--- src/rtl/node_traffic_source.sv ---
// node_traffic_source
//   Synthetic traffic generator for one node of an X_NODES x Y_NODES mesh.
//   A run is started with `start` and produces `packetCount` words. Words are
//   generated at RATE/256 words per cycle into a backlog counter and sent to
//   the network whenever the backlog is non-empty and the network is not
//   holding. Word contents (destination, sequence) are formed at send time.
//
// Ports
//   clk             : clock, all state on rising edge
//   reset           : asynchronous active-low reset
//   start           : begin a run (only looked at in IDLE)
//   packetCount     : number of words to generate in the run
//   holdRequestIn   : network cannot take a word this cycle
//   dataOut         : {dest, NODE_ID, sequence} word to network (registered)
//   writeRequestOut : dataOut valid this cycle (registered)
//   busy            : run in progress (RUN or DRAIN)
//   done            : one-cycle pulse at end of run
//   dropCount       : words discarded because the backlog was full (saturating)
module node_traffic_source #(
    parameter int X_NODES     = 3,
    parameter int Y_NODES     = 3,
    parameter int FIFO_WIDTH  = 32,
    parameter int NODE_ID     = 0,
    parameter int MODE        = 1,
    parameter int FIXED_DEST  = 8,
    parameter int RATE        = 256,
    parameter int BACKLOG_MAX = 8
) (
    input  logic                  clk,
    input  logic                  reset,
    input  logic                  start,
    input  logic [15:0]           packetCount,
    input  logic                  holdRequestIn,
    output logic [FIFO_WIDTH-1:0] dataOut,
    output logic                  writeRequestOut,
    output logic                  busy,
    output logic                  done,
    output logic [15:0]           dropCount
);
    localparam int N      = X_NODES * Y_NODES;
    localparam int ADDR_W = (N > 1) ? $clog2(N) : 1;
    localparam int SEQ_W  = FIFO_WIDTH - 2 * ADDR_W;
    localparam int BL_W   = $clog2(BACKLOG_MAX + 1);
    localparam int ALT_D  = (NODE_ID + 1) % N;
    localparam logic [15:0] SEED = 16'hACE1 ^ 16'(NODE_ID);

    typedef enum logic [1:0] {S_IDLE, S_RUN, S_DRAIN, S_DONE} state_t;

    state_t                  r_state, w_state_nxt;
    logic [7:0]              r_acc;
    logic [15:0]             r_gen_cnt;
    logic [15:0]             r_target;
    logic [SEQ_W-1:0]        r_seq;
    logic [BL_W-1:0]         r_backlog;
    logic [15:0]             r_drop;
    logic [15:0]             r_lfsr;
    logic [FIFO_WIDTH-1:0]   r_data;
    logic                    r_wr;

    logic [8:0]              w_acc_sum;
    logic                    w_gen;
    logic                    w_full;
    logic                    w_accept;
    logic                    w_drop;
    logic                    w_send;
    logic [15:0]             w_gen_next;
    logic [ADDR_W-1:0]       w_rand_raw;
    logic [ADDR_W-1:0]       w_dest;
    logic [FIFO_WIDTH-1:0]   w_word;
    logic [15:0]             w_lfsr_nxt;

    // Rate accumulator: only the low 8 bits are kept; the carry of this
    // cycle's sum is the generate strobe, so RATE=256 generates on every
    // RUN edge starting with the first one after start.
    assign w_acc_sum  = {1'b0, r_acc} + 9'(RATE);
    assign w_gen      = (r_state == S_RUN) && w_acc_sum[8];
    assign w_full     = (r_backlog == BL_W'(BACKLOG_MAX));
    assign w_accept   = w_gen && !w_full;
    assign w_drop     = w_gen && w_full;
    assign w_send     = ((r_state == S_RUN) || (r_state == S_DRAIN)) &&
                        (r_backlog != '0) && !holdRequestIn;
    assign w_gen_next = r_gen_cnt + 16'd1;

    // Random destination never targets this node: a hit is bumped to the next.
    assign w_rand_raw = ADDR_W'(r_lfsr % 16'(N));
    assign w_dest     = (MODE == 0) ? ADDR_W'(FIXED_DEST) :
                        (w_rand_raw == ADDR_W'(NODE_ID)) ? ADDR_W'(ALT_D) : w_rand_raw;
    assign w_word     = {w_dest, ADDR_W'(NODE_ID), r_seq};

    // Fibonacci LFSR x^16+x^14+x^13+x^11+1 (right-shifting form)
    assign w_lfsr_nxt = {r_lfsr[0] ^ r_lfsr[2] ^ r_lfsr[3] ^ r_lfsr[5], r_lfsr[15:1]};

    always_ff @(posedge clk or negedge reset) begin
        if (!reset) r_state <= S_IDLE;
        else        r_state <= w_state_nxt;
    end

    always_comb begin
        w_state_nxt = r_state;
        unique case (r_state)
            S_IDLE:  if (start) w_state_nxt = (packetCount == 16'd0) ? S_DONE : S_RUN;
            S_RUN:   if (w_gen && (w_gen_next == r_target)) w_state_nxt = S_DRAIN;
            S_DRAIN: if (r_backlog == '0) w_state_nxt = S_DONE;
            S_DONE:  w_state_nxt = S_IDLE;
            default: w_state_nxt = S_IDLE;
        endcase
    end

    always_ff @(posedge clk or negedge reset) begin
        if (!reset) begin
            r_acc     <= '0;
            r_gen_cnt <= '0;
            r_target  <= '0;
            r_seq     <= '0;
            r_backlog <= '0;
            r_drop    <= '0;
            r_lfsr    <= SEED;
            r_data    <= '0;
            r_wr      <= 1'b0;
        end else begin
            if ((r_state == S_IDLE) && start) begin
                r_acc     <= '0;
                r_gen_cnt <= '0;
                r_target  <= packetCount;
                r_seq     <= '0;
                r_backlog <= '0;
                r_drop    <= '0;
            end else begin
                if (r_state == S_RUN) begin
                    r_acc <= w_acc_sum[7:0];
                    if (w_gen) r_gen_cnt <= w_gen_next;
                end
                if (w_drop && (r_drop != 16'hFFFF)) r_drop <= r_drop + 16'd1;
                unique case ({w_accept, w_send})
                    2'b10:   r_backlog <= r_backlog + BL_W'(1);
                    2'b01:   r_backlog <= r_backlog - BL_W'(1);
                    default: r_backlog <= r_backlog;
                endcase
                if (w_send) begin
                    r_seq  <= r_seq + SEQ_W'(1);
                    r_lfsr <= w_lfsr_nxt;
                end
            end
            r_wr <= w_send;
            if (w_send) r_data <= w_word;
        end
    end

    assign dataOut         = r_data;
    assign writeRequestOut = r_wr;
    assign busy            = (r_state == S_RUN) || (r_state == S_DRAIN);
    assign done            = (r_state == S_DONE);
    assign dropCount       = r_drop;

endmodule

--- config.mk ---
export PLATFORM = sky130hd
export DESIGN_NAME = node_traffic_source
export DESIGN_NICKNAME = d
export VERILOG_FILES = /design/src/rtl/node_traffic_source.sv
export SDC_FILE = /design/constraint.sdc
export NUM_CORES = 1
export LEC_CHECK = 0
export BUFFER_PORTS_ARGS = -buffer_cell sky130_fd_sc_hd__buf_2
export CORE_MARGIN = 2
export CORE_UTILIZATION = 35
export CTS_CLUSTER_SIZE = 40
export DETAILED_ROUTE_END_ITERATION = 6
export GPL_TIMING_DRIVEN = 0
export RECOVER_POWER = 50
export SYNTH_ARGS = -nofsm -noshare
export SYNTH_HDL_FRONTEND = slang
export SYNTH_SLANG_ARGS = --single-unit
--- constraint.sdc ---
create_clock -name clk -period 7.3 [get_ports clk]
set_input_delay 0.365 -clock clk [delete_from_list [all_inputs] [get_ports clk]]
set_output_delay 0.365 -clock clk [all_outputs]
set_load 0.01 [all_outputs]
==> results of run 1 <==
## cell usage in the layout, fill, tap and decap left out, types with 9 or more instances in the layout
cell	synthesis	layout
sky130_fd_sc_hd__nor3_1	12	11
sky130_fd_sc_hd__clkbuf_1	30	60
sky130_fd_sc_hd__and2_1	9	9
sky130_fd_sc_hd__nand4_1	18	18
sky130_fd_sc_hd__buf_2	6	42
sky130_fd_sc_hd__inv_1	25	25
sky130_fd_sc_hd__nand2_1	146	144
sky130_fd_sc_hd__dfrtp_1	115	115
sky130_fd_sc_hd__nand3_1	26	24
sky130_fd_sc_hd__o21ai_0	38	38
sky130_fd_sc_hd__a21oi_1	27	26
sky130_fd_sc_hd__nor2b_1	11	10
sky130_fd_sc_hd__xnor2_1	33	32
sky130_fd_sc_hd__nor2_1	92	90
sky130_fd_sc_hd__ha_1	14	13
sky130_fd_sc_hd__clkbuf_16	0	17
sky130_fd_sc_hd__mux2_2	24	23
sky130_fd_sc_hd__xor2_1	50	50
sky130_fd_sc_hd__and3_1	22	22
sky130_fd_sc_hd__buf_4	5	21
## flip-flops by register name, indices dropped and copies added (netlist names)
signal           cells
dataOut             28
dropCount           16
r_backlog            4
r_gen_cnt           16
r_lfsr              16
r_seq               24
r_state              2
r_target            16
writeRequestOut      1
## area by class of cell
class,instances,share of cell area [%]
buffer,53,2.84
clock buffer,26,5.04
clock inverter,6,0.631
inverter,26,0.985
multi-input combinational,716,50.8
sequential,123,31.2
tap,319,4.03
timing repair buffer,85,4.47
## routing by layer
metal	vias up	routed length, um
met5	-	0
met4	0	143
met3	7	725
met2	109	9300
met1	3371	9770
li1	3431	-
## cell families (layout without fill, tap and decap cells)
group,Yosys count,count (layout),share of synthesized area (%)
flip-flops,123,123,37.6
AND/OR/NAND/NOR,399,399,24.2
AO/OA/AOI/OAI,177,177,17.2
buffers and inverters,79,196,4.39
adder cells (fa/ha/maj),16,16,2.50
multiplexers,35,35,4.83
XOR/XNOR,85,85,9.25
other,1,4,0.0457
## worst max-delay path, cell delays in order, from the launching register on
cell and delay (ns):
sky130_fd_sc_hd__dfstp_2 0.54, sky130_fd_sc_hd__clkbuf_4 0.18, sky130_fd_sc_hd__or3b_1 0.41, sky130_fd_sc_hd__a211o_1 0.32, sky130_fd_sc_hd__a211o_1 0.33, sky130_fd_sc_hd__a21oi_4 0.25, sky130_fd_sc_hd__nand3_4 0.12, sky130_fd_sc_hd__a221o_1 0.42
sky130_fd_sc_hd__a211oi_1 0.42, sky130_fd_sc_hd__nor4_4 0.11, sky130_fd_sc_hd__a221o_1 0.38, sky130_fd_sc_hd__nor2_4 0.21, sky130_fd_sc_hd__a2111oi_4 0.11, sky130_fd_sc_hd__a221oi_2 0.43, sky130_fd_sc_hd__o41ai_4 0.14, sky130_fd_sc_hd__buf_4 0.18
sky130_fd_sc_hd__a21oi_4 0.22, sky130_fd_sc_hd__and2b_2 0.26, sky130_fd_sc_hd__ha_1 0.19, sky130_fd_sc_hd__nor2_1 0.11, sky130_fd_sc_hd__o211ai_1 0.15, sky130_fd_sc_hd__a21oi_2 0.24, sky130_fd_sc_hd__xnor2_2 0.16, sky130_fd_sc_hd__ha_2 0.21
sky130_fd_sc_hd__inv_1 0.10, sky130_fd_sc_hd__o31ai_4 0.36, sky130_fd_sc_hd__a2bb2oi_2 0.09, sky130_fd_sc_hd__a311oi_1 0.25
## final timing paths
check	start	endpoint	slack, ns	depth (start not counted)
max	r_lfsr[13]	dataOut[28]	0.29	27
min	packetCount[1]	r_target[1]	0.21	2
max reg2reg	r_lfsr[13]	dataOut[28]	0.29	27
min reg2reg	dataOut[18]	dataOut[18]	0.47	2
max in group asynchronous	reset	r_lfsr[1]	1.43	3
min in group asynchronous	reset	dropCount[5]	1.30	2
## stage by stage
step | setup WS, ns | hold WS [ns] | std cells | area, um2
finish | 0.285 | 0.205 | 1354 | 9910
CTS | 0.0793 | 0.185 | 1339 | 9650
detailed placement | -0.238 | 0.339 | 1304 | 8990
global route | -0.0686 | 0.193 | 1354 | 9910
global placement | -0.135 | 0.456 | 1303 | 8950
floorplan | 0.671 | 0.0694 | 918 | 8230
## repair_timing
item / in CTS / in global routing
cloned: 0 / 0
endpoints found under the hold margin: 47 / 0
hold buffers: 1 / 0
resized for setup: 13 / 43
pin swaps: 3 / 29
endpoints found under the setup margin: 3 / 4
setup buffers: 2 / 15
==> results.md, run 1 <==
* Run status: finished with violations
* Violations in the final reports: capacitance limit, slew limit
* Critical path data required time at about 7.6 ns
* Maximum buffer depth of the clock tree at 2
* Clock latency at the later pin of the worst-skew pair at about 0.41 ns
* Starting DRT DRC Count at around 420
* Floorplan die width at between 150 and 200 um
* Total via count in the routed design at ~6.9k
* Signal arrival time at the worst endpoint at 7.32 ns
* Peak Freq at 0.143 GHz
* Total of endpoints with negative setup slack in the final report at 0
* Clock Root Buffer: sky130_fd_sc_hd__clkbuf_16
* Largest net degree at the start of global routing at 77
* Post-synthesis async set-or-reset flop share at 100%
* Net total in the final layout at about 1.1k
* Level count of the clock H-tree at 4
* Post-layout min period at approximately 7.0 ns
* Fill cell total of the finished layout at 2,314
* Total iterations of the first detailed-routing run at 5
* Final critical-path share of the clock period at between 90 and 100%
* Number of nets with antenna violations after detailed routing at 0
* Met3 track demand over resource in global routing at roughly 3.1%
* Mapped Cells at approximately 920
* Area inside the core boundary at around 0.023 mm2
* Most used routing layer in global routing: met2
* Top flip-flop cell by instance count after synthesis: sky130_fd_sc_hd__dfrtp_1
* Total length of routed wires at between 15,000 and 20,000 um
* Number of global-route vias before repair at ~6.4k
* Post-DP HPWL at 14,000 um
* Antenna violations before repair at 0
* Area taken by multi-input logic gates at ~0.0050 mm2
* Count of unique library cells instantiated by Yosys at around 110
* Count of buffers from port buffering at 66
* Number of clock buffers inserted by TritonCTS at 17
* Area share of the leading cell type in the synthesized netlist at 35.0%
* Setup TNS Final at 0 ns
* Worst Setup Path Type: reg -> reg
* ANT cells at 0
* All-layer global routing usage at approximately 16%
* Syn Area/Cell at approximately 9.0 um2
* Count of unresolved DRC violations after routing at 0
* Cells taking the most area after synthesis: sky130_fd_sc_hd__dfrtp_1 35%, sky130_fd_sc_hd__nand2_1 6.7%, sky130_fd_sc_hd__xor2_1 5.3%, sky130_fd_sc_hd__nor2_1 4.2%, sky130_fd_sc_hd__xnor2_1 3.5%
* CTS sink cnt at ~120
* Vertical die dimension at about 160 um
* Setup crit start kind: register
* FP Rows at between 50 and 60
* Area growth from synthesis to final layout at 20.6%
* Final setup skew at approximately 0.008 ns
* Number of max-capacitance violations reported at 2
* Final estimated routing congestion in global placement at 0.821
* TritonCTS clock tree: built
* Post-synthesis sequential element count at around 120
* Slew @ Worst Pin at ~3.4 ns
* Netlist Area Pre-Place at between 0.008 and 0.009 mm2
* Global routing usage on met1 at between 20 and 25%
* Wire length of the first global-routing pass at around 32,000 um
* Footprint of the flip-flops and latches at just over 0.003 mm2
* Number of vias per cell after detailed routing at roughly 5.1
* Total of warnings raised by yosys at 0
* Share of the yosys chip area belonging to registers at roughly 38%
* Classification of the worst-slack hold path: in -> reg
* Number of enable-type register cells in the synthesized netlist at 0
* Most frequent cell after synthesis: sky130_fd_sc_hd__nand2_1
* Nature of the critical path endpoint: register
* Boundary Pins at roughly 70
* Clock-pin transition on the worst setup and hold timing paths at around 0.05 ns
* Final-report max-slew violation count at approximately 130
* Share of layout cells above drive strength 1 at approximately 20%
* Met2 track utilization from global routing at about a quarter
* Die footprint at approximately 0.025 mm2
* Endpoints failing hold at 0
* Headroom to the max-slew limit at -128%
* Post-detailed-route wirelength per cell at 14.7 um
* Peak fanout along the critical path at 10
* Share of the core filled with cells in the final layout at about 43%
* Top cell type by total area after synthesis: sky130_fd_sc_hd__dfrtp_1
* Initial Utilization at 35.3%
* Global route total overflow at 0
* List of most frequent post-synthesis cells: 146 x sky130_fd_sc_hd__nand2_1, 115 x sky130_fd_sc_hd__dfrtp_1, 92 x sky130_fd_sc_hd__nor2_1, 50 x sky130_fd_sc_hd__xor2_1, 38 x sky130_fd_sc_hd__o21ai_0
Power of run 1 is not shown: default switching activity piles up to over one toggle a cycle in this logic, so the estimate is an artifact.
==> run 2, diff against run 1 <==
- clock period: 7.3 -> 7.07 ns (I/O delays scaled with it)
==> results.md, run 2 (synthesis gave the netlist of run 1 again) <==
* Worst-case register-to-register setup slack at 0.21 ns
* Setup crit start kind: register
* Share of the core filled with cells in the final layout at 44.3%
* Floorplan die width at about 160 um
* Level count of the clock H-tree at 4
* Post-layout min period at 6.86 ns
* Violations in the final reports: capacitance limit, slew limit
* Critical path data required time at about 7.4 ns
* Final-report max-slew violation count at 48
* Total length of routed wires at 20,600 um
* Commonest cells after routing, fill and taps aside: 146 x sky130_fd_sc_hd__nand2_1, 114 x sky130_fd_sc_hd__dfrtp_1, 89 x sky130_fd_sc_hd__nor2_1, 59 x sky130_fd_sc_hd__clkbuf_1, 51 x sky130_fd_sc_hd__buf_4
* FP Rows at 56
* Number of nets with antenna violations after detailed routing at 0
* Depth of the most critical reg-to-reg path at 27
* Die footprint at between 0.02 and 0.025 mm2
* Run status: finished with violations
* Slew @ Worst Pin at about 2.7 ns
* Global route total overflow at 0
* Classification of the worst-slack hold path: in -> reg
* Critical path launch point: r_lfsr[10]
* Maximum buffer depth of the clock tree at 2
* Fill cell total of the finished layout at roughly 2.3k
* Setup TNS Final at 0 ns
* Final critical-path share of the clock period at between 90 and 100%
* Number of global-route vias before repair at between 6k and 7k
* Final worst setup slack at slightly above 0.2 ns
* CTS sink cnt at around 120
* Placement Setup Slack at -0.468 ns
* Post-DP HPWL at between 10,000 and 15,000 um
* Number of vias per cell after detailed routing at around 5.1
* Worst Setup Path Type: reg -> reg
* Area growth from synthesis to final layout at 25.4%
* Clock latency at the later pin of the worst-skew pair at 0.41 ns
* Largest net degree at the start of global routing at 77
* Vertical die dimension at between 150 and 200 um
* Net total in the final layout at 1,089
* Number of flip-flops under the largest register name at 28
* Clock Root Buffer: sky130_fd_sc_hd__clkbuf_16
* Share of layout cells above drive strength 1 at 23.6%
* Number of max-capacitance violations reported at 1
* Initial Utilization at between 30% and 40%
* Starting DRT DRC Count at 380
* Area inside the core boundary at 0.0233 mm2
* CP endpoint: dataOut[28]
* Final setup skew at roughly 0.0086 ns
* Final estimated routing congestion in global placement at ~0.82
* ANT cells at 0
* Boundary Pins at 71
* Total iterations of the first detailed-routing run at 5
* Headroom to the max-slew limit at -81.6%
* Endpoints failing hold at 0
* Nature of the critical path endpoint: register
* Wire length of the first global-routing pass at ~32,000 um
* Unrepaired setup endpoints after global routing: yes
* Critical hold path startpoint: packetCount[1]
* Count of buffers from port buffering at 66
* Reg-to-Reg End: dataOut[28]
* Most frequent standard cell in the layout excluding fill and tap cells: sky130_fd_sc_hd__nand2_1
* Post-detailed-route wirelength per cell at 14.9 um
* Signal arrival time at the worst endpoint at about 7.2 ns
* Number of clock buffers inserted by TritonCTS at 17
* Total of endpoints with negative setup slack in the final report at 0
* All-layer global routing usage at 16.1%
* Peak Freq at ~0.15 GHz
* Peak fanout along the critical path at 7
* Clock-pin transition on the worst setup and hold timing paths at 0.05 ns
* Antenna violations before repair at 0
* TritonCTS clock tree: built
* Count of unresolved DRC violations after routing at 0
* Reg-to-reg critical path startpoint: r_lfsr[10]
* Total via count in the routed design at 7,105
## run 2: cell types whose count changed in the layout (fill, tap and decap cells not counted), moves of 2 or more
| cell | before | now |
|---|---|---|
| sky130_fd_sc_hd__buf_4 | 21 | 51 |
| sky130_fd_sc_hd__a211o_4 | 0 | 2 |
| sky130_fd_sc_hd__mux2i_2 | 2 | 0 |
| sky130_fd_sc_hd__nor2_2 | 2 | 4 |
| sky130_fd_sc_hd__buf_6 | 7 | 10 |
| sky130_fd_sc_hd__nand2_2 | 2 | 0 |
| sky130_fd_sc_hd__a211o_1 | 8 | 6 |
| sky130_fd_sc_hd__o21ai_1 | 1 | 3 |
| sky130_fd_sc_hd__nand2b_4 | 0 | 3 |
| sky130_fd_sc_hd__nand2b_2 | 2 | 0 |
| sky130_fd_sc_hd__ha_1 | 13 | 11 |
| sky130_fd_sc_hd__nand2_1 | 144 | 146 |
| sky130_fd_sc_hd__o21ai_0 | 38 | 36 |
## run 2: what timing repair did
action,in CTS,in global routing
endpoints found under the hold margin,47,0
resized for setup,20,70
pin swaps,8,38
gates cloned,0,1
setup buffers,8,40
setup endpoints to repair,3,4
hold buffers,1,0
## run 2: per-layer routing
metal  vias up  part of all wire, %  wire length [um]  track usage, %
li1       3498                    -                 -               -
met1      3463                   48              9960            22.6
met2       130                   47              9750            25.7
met3        14                  3.6               735            3.14
met4         0                 0.92               189            3.77
met5         -                    0                 0               0
## run 2: layout make-up
| class | count | area, um2 | area share (%) |
|---|---|---|---|
| Sequential cell | 123 | 3090 | 30.0 |
| Clock buffer | 26 | 499 | 4.85 |
| Buffer | 53 | 299 | 2.90 |
| Inverter | 26 | 100 | 0.972 |
| Tap cell | 319 | 399 | 3.87 |
| Clock inverter | 6 | 62.6 | 0.607 |
| Multi-Input combinational cell | 716 | 5150 | 50.0 |
| Timing Repair Buffer | 117 | 706 | 6.85 |
## run 2: worst min path at each step
stage                     slack, ns  cells after the start      endpoint
after floorplan                0.06                      0    dataOut[0]
final                          0.19                      2   r_target[1]
after global routing           0.18                      2   r_target[1]
after CTS                      0.17                      2   r_target[1]
after global placement         0.46                      2    dataOut[9]
after detailed placement       0.33                      1  dropCount[5]
## run 2: critical path: stages (launching register included)
cell and delay [ns]:
sky130_fd_sc_hd__dfstp_2 0.60, sky130_fd_sc_hd__buf_6 0.13, sky130_fd_sc_hd__nand3b_1 0.09, sky130_fd_sc_hd__a221o_1 0.32, sky130_fd_sc_hd__a211o_1 0.29, sky130_fd_sc_hd__a211o_4 0.35
sky130_fd_sc_hd__and2_4 0.18, sky130_fd_sc_hd__a31o_4 0.23, sky130_fd_sc_hd__a2111o_1 0.37, sky130_fd_sc_hd__a211o_1 0.38, sky130_fd_sc_hd__buf_4 0.16, sky130_fd_sc_hd__o2111ai_4 0.31
sky130_fd_sc_hd__buf_6 0.16, sky130_fd_sc_hd__nand3_4 0.10, sky130_fd_sc_hd__a2111oi_4 0.46, sky130_fd_sc_hd__o22ai_2 0.18, sky130_fd_sc_hd__xnor2_4 0.27, sky130_fd_sc_hd__nand3_1 0.12
sky130_fd_sc_hd__and2b_2 0.27, sky130_fd_sc_hd__ha_4 0.16, sky130_fd_sc_hd__nor2_2 0.07, sky130_fd_sc_hd__o211ai_1 0.13, sky130_fd_sc_hd__a21oi_2 0.24, sky130_fd_sc_hd__buf_4 0.17
sky130_fd_sc_hd__mux2_4 0.30, sky130_fd_sc_hd__o311ai_2 0.25, sky130_fd_sc_hd__and3b_1 0.22, sky130_fd_sc_hd__a311oi_2 0.24
## run 2: stage by stage
| stage | instance area [um2] | hold WS, ns | instances |
|---|---|---|---|
| CTS | 9750 | 0.173 | 1345 |
| global route | 10300 | 0.181 | 1386 |
| global placement | 8950 | 0.456 | 1303 |
| floorplan | 8230 | 0.0579 | 918 |
| finish | 10300 | 0.191 | 1386 |
| detailed placement | 8990 | 0.327 | 1304 |
Power of run 2 is left out for the same reason.
